**src/rtl/rst_seq_pkg.sv**
```systemverilog
// Reset sequencer shared definitions.
// State encoding and rst_cause bit positions.
package rst_seq_pkg;

   typedef enum logic [2:0] {
      WAIT_LOCK  = 3'd0,
      HOLD       = 3'd1,
      REL_BUS    = 3'd2,
      REL_PERIPH = 3'd3,
      RUN        = 3'd4,
      DBG_HOLD   = 3'd5
   } state_e;

   localparam int CAUSE_W    = 5;
   localparam int CAUSE_POR  = 0;
   localparam int CAUSE_EXT  = 1;
   localparam int CAUSE_WDT  = 2;
   localparam int CAUSE_DBG  = 3;
   localparam int CAUSE_LOCK = 4;

endpackage

```
**src/rtl/rst_req_sync.sv**
```systemverilog
// Two-flop synchronizer, parameterisable width.
// Flops clear to 0 on reset.
module rst_req_sync #(
   parameter int W = 1
) (
   input  logic         clk,
   input  logic         rst,
   input  logic [W-1:0] d_i,
   output logic [W-1:0] q_o
);

   logic [W-1:0] meta_q;
   logic [W-1:0] sync_q;

   // Two-stage capture of the asynchronous inputs.
   always_ff @(posedge clk or posedge rst) begin
      if (rst) begin
         meta_q <= '0;
         sync_q <= '0;
      end else begin
         meta_q <= d_i;
         sync_q <= meta_q;
      end
   end

   assign q_o = sync_q;

endmodule

```
**src/rtl/rst_seq_ctrl.sv**
```systemverilog
// Reset sequencer: waits for lock, holds, releases bus/periph/core.
// Macro RST_SEQ_REQ_SYNC_EN adds 2-flop input synchronizers.
module rst_seq_ctrl #(
   parameter int HOLD_CYCLES     = 256,
   parameter int GAP_CYCLES      = 16,
   parameter int DBG_HOLD_CYCLES = 32,
   parameter int CNT_W           = 10
) (
   input  logic       clk,
   input  logic       rst,
   input  logic       pll_locked,
   input  logic       req_ext,
   input  logic       req_wdt,
   input  logic       req_dbg,
   input  logic       cause_clr,
   output logic       bus_rst,
   output logic       periph_rst,
   output logic       core_rst,
   output logic       seq_done,
   output logic [4:0] rst_cause
);

   import rst_seq_pkg::*;

   localparam logic [CNT_W-1:0] HOLD_LAST = CNT_W'(HOLD_CYCLES - 1);
   localparam logic [CNT_W-1:0] GAP_LAST  = CNT_W'(GAP_CYCLES - 1);
   localparam logic [CNT_W-1:0] DBG_LAST  = CNT_W'(DBG_HOLD_CYCLES - 1);

   logic locked_s;
   logic ext_s;
   logic wdt_s;
   logic dbg_s;

`ifdef RST_SEQ_REQ_SYNC_EN
   rst_req_sync #(
      .W(4)
   ) u_sync (
      .clk (clk),
      .rst (rst),
      .d_i ({pll_locked, req_ext, req_wdt, req_dbg}),
      .q_o ({locked_s, ext_s, wdt_s, dbg_s})
   );
`else
   assign locked_s = pll_locked;
   assign ext_s    = req_ext;
   assign wdt_s    = req_wdt;
   assign dbg_s    = req_dbg;
`endif

   state_e             state_q, state_d;
   logic [CNT_W-1:0]   cnt_q, cnt_d;
   logic               bus_q, bus_d;
   logic               per_q, per_d;
   logic               core_q, core_d;
   logic               done_q, done_d;
   logic [CAUSE_W-1:0] cause_q, cause_d;
   logic [CAUSE_W-1:0] set_c;
   logic [CNT_W-1:0]   cnt_inc;
   logic               lost;
   logic               freq;

   assign lost    = ~locked_s;
   assign freq    = ext_s | wdt_s;
   assign cnt_inc = (cnt_q == '1) ? cnt_q : cnt_q + 1'b1;

   // Next-state, counter, registered-output and cause logic.
   always_comb begin
      state_d = state_q;
      cnt_d   = cnt_q;
      bus_d   = bus_q;
      per_d   = per_q;
      core_d  = core_q;
      done_d  = done_q;
      set_c   = '0;
      if (state_q != WAIT_LOCK && lost) begin
         state_d           = WAIT_LOCK;
         cnt_d             = '0;
         bus_d             = 1'b1;
         per_d             = 1'b1;
         core_d            = 1'b1;
         done_d            = 1'b0;
         set_c[CAUSE_LOCK] = 1'b1;
      end else if (state_q != WAIT_LOCK && freq) begin
         state_d          = HOLD;
         cnt_d            = '0;
         bus_d            = 1'b1;
         per_d            = 1'b1;
         core_d           = 1'b1;
         done_d           = 1'b0;
         set_c[CAUSE_EXT] = ext_s;
         set_c[CAUSE_WDT] = wdt_s;
      end else begin
         case (state_q)
            WAIT_LOCK: begin
               bus_d  = 1'b1;
               per_d  = 1'b1;
               core_d = 1'b1;
               done_d = 1'b0;
               if (locked_s) begin
                  state_d = HOLD;
                  cnt_d   = '0;
               end
            end
            HOLD: begin
               if (cnt_q == HOLD_LAST) begin
                  state_d = REL_BUS;
                  bus_d   = 1'b0;
                  cnt_d   = '0;
               end else begin
                  cnt_d = cnt_inc;
               end
            end
            REL_BUS: begin
               if (cnt_q == GAP_LAST) begin
                  state_d = REL_PERIPH;
                  per_d   = 1'b0;
                  cnt_d   = '0;
               end else begin
                  cnt_d = cnt_inc;
               end
            end
            REL_PERIPH: begin
               if (cnt_q == GAP_LAST) begin
                  state_d = RUN;
                  core_d  = 1'b0;
                  done_d  = 1'b1;
                  cnt_d   = '0;
               end else begin
                  cnt_d = cnt_inc;
               end
            end
            RUN: begin
               if (dbg_s) begin
                  state_d          = DBG_HOLD;
                  core_d           = 1'b1;
                  done_d           = 1'b0;
                  cnt_d            = '0;
                  set_c[CAUSE_DBG] = 1'b1;
               end
            end
            DBG_HOLD: begin
               if (cnt_q == DBG_LAST) begin
                  state_d = RUN;
                  core_d  = 1'b0;
                  done_d  = 1'b1;
                  cnt_d   = '0;
               end else begin
                  cnt_d = cnt_inc;
               end
            end
            default: begin
               state_d = WAIT_LOCK;
               cnt_d   = '0;
               bus_d   = 1'b1;
               per_d   = 1'b1;
               core_d  = 1'b1;
               done_d  = 1'b0;
            end
         endcase
      end
      cause_d = (cause_clr ? '0 : cause_q) | set_c;
   end

   // State, counter, outputs and cause register.
   always_ff @(posedge clk or posedge rst) begin
      if (rst) begin
         state_q <= WAIT_LOCK;
         cnt_q   <= '0;
         bus_q   <= 1'b1;
         per_q   <= 1'b1;
         core_q  <= 1'b1;
         done_q  <= 1'b0;
         cause_q <= CAUSE_W'(1) << CAUSE_POR;
      end else begin
         state_q <= state_d;
         cnt_q   <= cnt_d;
         bus_q   <= bus_d;
         per_q   <= per_d;
         core_q  <= core_d;
         done_q  <= done_d;
         cause_q <= cause_d;
      end
   end

   assign bus_rst    = bus_q;
   assign periph_rst = per_q;
   assign core_rst   = core_q;
   assign seq_done   = done_q;
   assign rst_cause  = cause_q;

endmodule

```
**config.mk**
```make
export PLATFORM = sky130hd
export DESIGN_NAME = rst_seq_ctrl
export DESIGN_NICKNAME = d
export VERILOG_FILES = /design/src/rtl/rst_seq_pkg.sv /design/src/rtl/rst_req_sync.sv /design/src/rtl/rst_seq_ctrl.sv
export SDC_FILE = /design/constraint.sdc
export NUM_CORES = 1
export LEC_CHECK = 0
export BUFFER_PORTS_ARGS = -buffer_cell sky130_fd_sc_hd__buf_2
export CORE_MARGIN = 8
export CORE_UTILIZATION = 25
export CTS_BUF_LIST = sky130_fd_sc_hd__clkbuf_4 sky130_fd_sc_hd__clkbuf_8 sky130_fd_sc_hd__clkbuf_16
export CTS_CLUSTER_DIAMETER = 40
export CTS_CLUSTER_SIZE = 30
export DETAILED_ROUTE_END_ITERATION = 7
export GPL_TIMING_DRIVEN = 0
export PLACE_DENSITY = 0.47
export SKIP_LAST_GASP = 1
export SLEW_MARGIN = 20
export SYNTH_ARGS = -nofsm -noshare
export SYNTH_HDL_FRONTEND = slang
export SYNTH_SLANG_ARGS = --single-unit
```
**constraint.sdc**
```tcl
create_clock -name clk -period 2.4 [get_ports clk]
set_clock_uncertainty 0.2 [all_clocks]
set_input_delay 0.48 -clock clk [delete_from_list [all_inputs] [get_ports clk]]
set_output_delay 0.48 -clock clk [all_outputs]
set_load 0.05 [all_outputs]
```
==> flow_metrics.py <==
metrics = {
    "synth": {
        "seq_area_frac_synth_pct": 39.75,
        "synthAdderAreaFrac_pct": 2.686,
        "synth_top_area_cell": "dfrtp_1",
        "ys_types": 44,
        "synth_edf_count": 0,
        "avgSynthCellArea_sq_um": 8.959,
        "synth_simple_gate_area_share_pct": 26.23,
        "synth_xor_area_share_pct": 0,
        "synthTopCellsByCount": "dfrtp_1, nand2_1, nor2_1, a21oi_1",
        "synthesis.instances": 156,
        "synth_seq_cells": 22,
        "synthTopCellsByArea": "dfrtp_1, dfstp_2, nand2_1",
        "yosys_most_used_dff": "dfrtp_1",
        "syn-num-nets": 166,
        "ys_async_sr_fraction_pct": 100.0,
        "synth_top_family_by_area": "simple AND/OR/NAND/NOR gates",
        "yosysWarnings": 0,
        "netlist_area_sq_mm": 0.001398,
        "synth_top_area_share_pct": 32.23,
        "muxShareOfSynthArea_pct": 2.954,
        "synth-compound-area-share_pct": 23.63,
        "synth_most_common_cell": "dfrtp_1",
    },
    "final_layout": {
        "fin_cells": 250,
        "fin_area_sq_mm": 0.001664,
        "multiInputGateArea_sq_um": 795.8,
        "drive_gt1_share_pct": 24.72,
        "diodes": 0,
        "fillers": 590,
        "finish.utilization_pct": 30.60,
        "seq_area_sq_um": 555.5,
        "layout.nets": 189,
        "syn_to_final_growth_pct": 19.07,
    },
    "setup_path": {
        "end_kind": "flip-flop",
        "cp_data_required_time_ps": 2410,
        "arrival_ps": 2240,
        "cp-start-kind": "flip-flop",
        "critPathKind": "flip-flop to flip-flop",
        "cp_max_fo": 8,
    },
    "timing": {
        "hold_viol_final": 0,
        "rsz0062_at_grt": "false",
        "slew_headroom_pct": 41.87,
        "finalSetupViolCount": 0,
        "max_freq_mhz": 446.9,
        "period_share_pct": 93.23,
        "tightest_slew_ps": 871.1,
        "min_period_ps": 2238,
        "whs_ps": 130.0,
        "final-max-slew-violation-count": 0,
    },
    "floorplanning": {
        "dieArea_sq_mm": 0.008239,
        "fp-row-count": 27,
        "initial_utilization_pct": 25.70,
        "ios": 16,
        "core_sq_mm": 0.005439,
        "die-width_microns": 90.77,
        "die_h_microns": 90.77,
    },
    "detailed_routing": {
        "via_per_inst": 5.060,
        "remaining_drc_errors": 0,
        "drt-pass1-iter-count": 4,
        "ant_nets": 0,
        "dr_total_vias": 1265,
        "detail_route.wl_per_cell_microns": 14.34,
        "drt-total-wl_mm": 3.585,
        "drt_first_iter_violations": 46,
    },
    "placed_design": {
        "dp_hpwl_mm": 2.574,
        "place_area_sq_mm": 0.001563,
        "numPortBuffers": 15,
        "numPlacedInstances": 243,
        "place_congestion": 0.8257,
    },
    "grt": {
        "track_usage_pct": 9.030,
        "antenna_found_initial": 0,
        "first_global_vias": 1264,
        "grt_max_degree": 23,
        "grt_overflow": 0,
        "grt_pass1_wl_mm": 6.285,
    },
    "power_and_ir_drop": {
        "power.density_mw_per_mm2": 828.9,
        "vdd_drop_max_v": 0.0004215,
        "finalPower_uw": 1379,
        "leakage_uw": 0.0006790,
    },
    "hold_path": {
        "hp-class": "primary input to flip-flop",
    },
    "clock_network": {
        "cts.clk_slew.worst_paths_ps": 90,
        "htreeDepth": 1,
        "clock-root-buffer": "clkbuf_8",
        "cts_tree": "done",
        "cts.sinks": 22,
        "insertion_delay_ps": 270,
        "numCtsBuffers": 3,
        "clk_path_buf_depth": 2,
        "cts_hold_buf": 0,
    },
    "flow_run": {
        "cap_violations": 0,
    },
    "run_status": {
        "status": "completed",
    },
}
## flip-flops by register name, indices dropped and copies added (netlist names)
name and cells:
core_rst 1, rst_cause 5, seq_done 1, state_q 3
periph_rst 1, bus_rst 1, cnt_q 10
## power by group
| part | internal (uW) | switching [uW] |
|---|---|---|
| Combinational | 216 | 418 |
| Clock | 147 | 134 |
| Sequential | 417 | 47.9 |
## logic make-up after synthesis
group | count (synthesis)
AOI/OAI and AO/OA | 46
adders and majority gates | 3
buffers and inverters | 14
DFF | 22
muxes | 4
and+or+nand+nor | 67
## metrics by stage
stage / setup WS, ps / setup TNS [ps]
after detailed placement: -9.488 / -9.488
after global placement: 5.722 / 0
after CTS: -12.97 / -12.97
after floorplan: 287.9 / 0
final: 162.4 / 0
after global routing: 14.23 / 0
## critical path, stage by stage (launching register included)
cell and delay (ps):
dfrtp_1 470, or3b_1 390, buf_2 170, a31oi_2 170
nand4b_1 180, o31ai_4 140, or3b_1 370, nand3_1 80
## placed cells by master, fill, tap and decap left out, types with 2 or more instances in the layout
master	count
o21ai_1	3
nand3b_1	2
or3b_1	2
o31ai_1	6
nor2_1	13
dfrtp_1	18
inv_1	6
dfstp_2	4
o22ai_1	2
o21ai_0	6
nand4_1	5
clkbuf_8	4
ha_1	2
a22o_1	3
a21oi_1	8
nand2b_1	4
nand2_1	17
a31oi_1	3
a41oi_1	2
and3_1	2
nor2b_1	4
nor3_1	4
nand3_1	7
buf_2	20
o2bb2ai_1	2
buf_4	4
mux2i_1	3
## routing by layer
layer / global-route usage, % / wire length, microns
met1: 11.63 / 1775
met2: 14.31 / 1638
met4: 1.501 / 6
met5: 0 / 0
met3: 3.159 / 165
## cell type report
| type | count | share of cell area (%) |
|---|---|---|
| flip-flops and latches | 22 | 33.38 |
| well taps | 72 | 5.414 |
| clock buffers | 4 | 3.308 |
| multi-input cells | 120 | 47.82 |
| inverters | 6 | 1.353 |
| repair buffers | 19 | 6.316 |
| plain buffers | 7 | 2.406 |
## final timing paths
check                                  startpoint                        to  slack [ps]  depth (start not counted)
max                        state_q[1]$_DFFE_PP0P_      cnt_q[7]$_DFFE_PP0P_         160                          7
min                                     cause_clr  rst_cause[0]$_DFFE_PP1P_         130                          2
max reg2reg                state_q[1]$_DFFE_PP0P_      cnt_q[7]$_DFFE_PP0P_         160                          7
min reg2reg                rst_cause[3]$_DFF_PP0_    rst_cause[3]$_DFF_PP0_         290                          1
max in group asynchronous                     rst      cnt_q[8]$_DFFE_PP0P_        1280                          2
min in group asynchronous                     rst    rst_cause[3]$_DFF_PP0_         180                          2
## timing repair
| item | in CTS | in global routing |
|---|---|---|
| hold endpoints to repair | 0 | 0 |
| pin swaps | 0 | 3 |
| buffers inserted | 0 | 3 |
| setup endpoints to repair | 1 | 12 |
| cloned | 0 | 1 |
| gates resized for setup | 0 | 6 |
No activity file was read; power rests on OpenSTA's default activity.
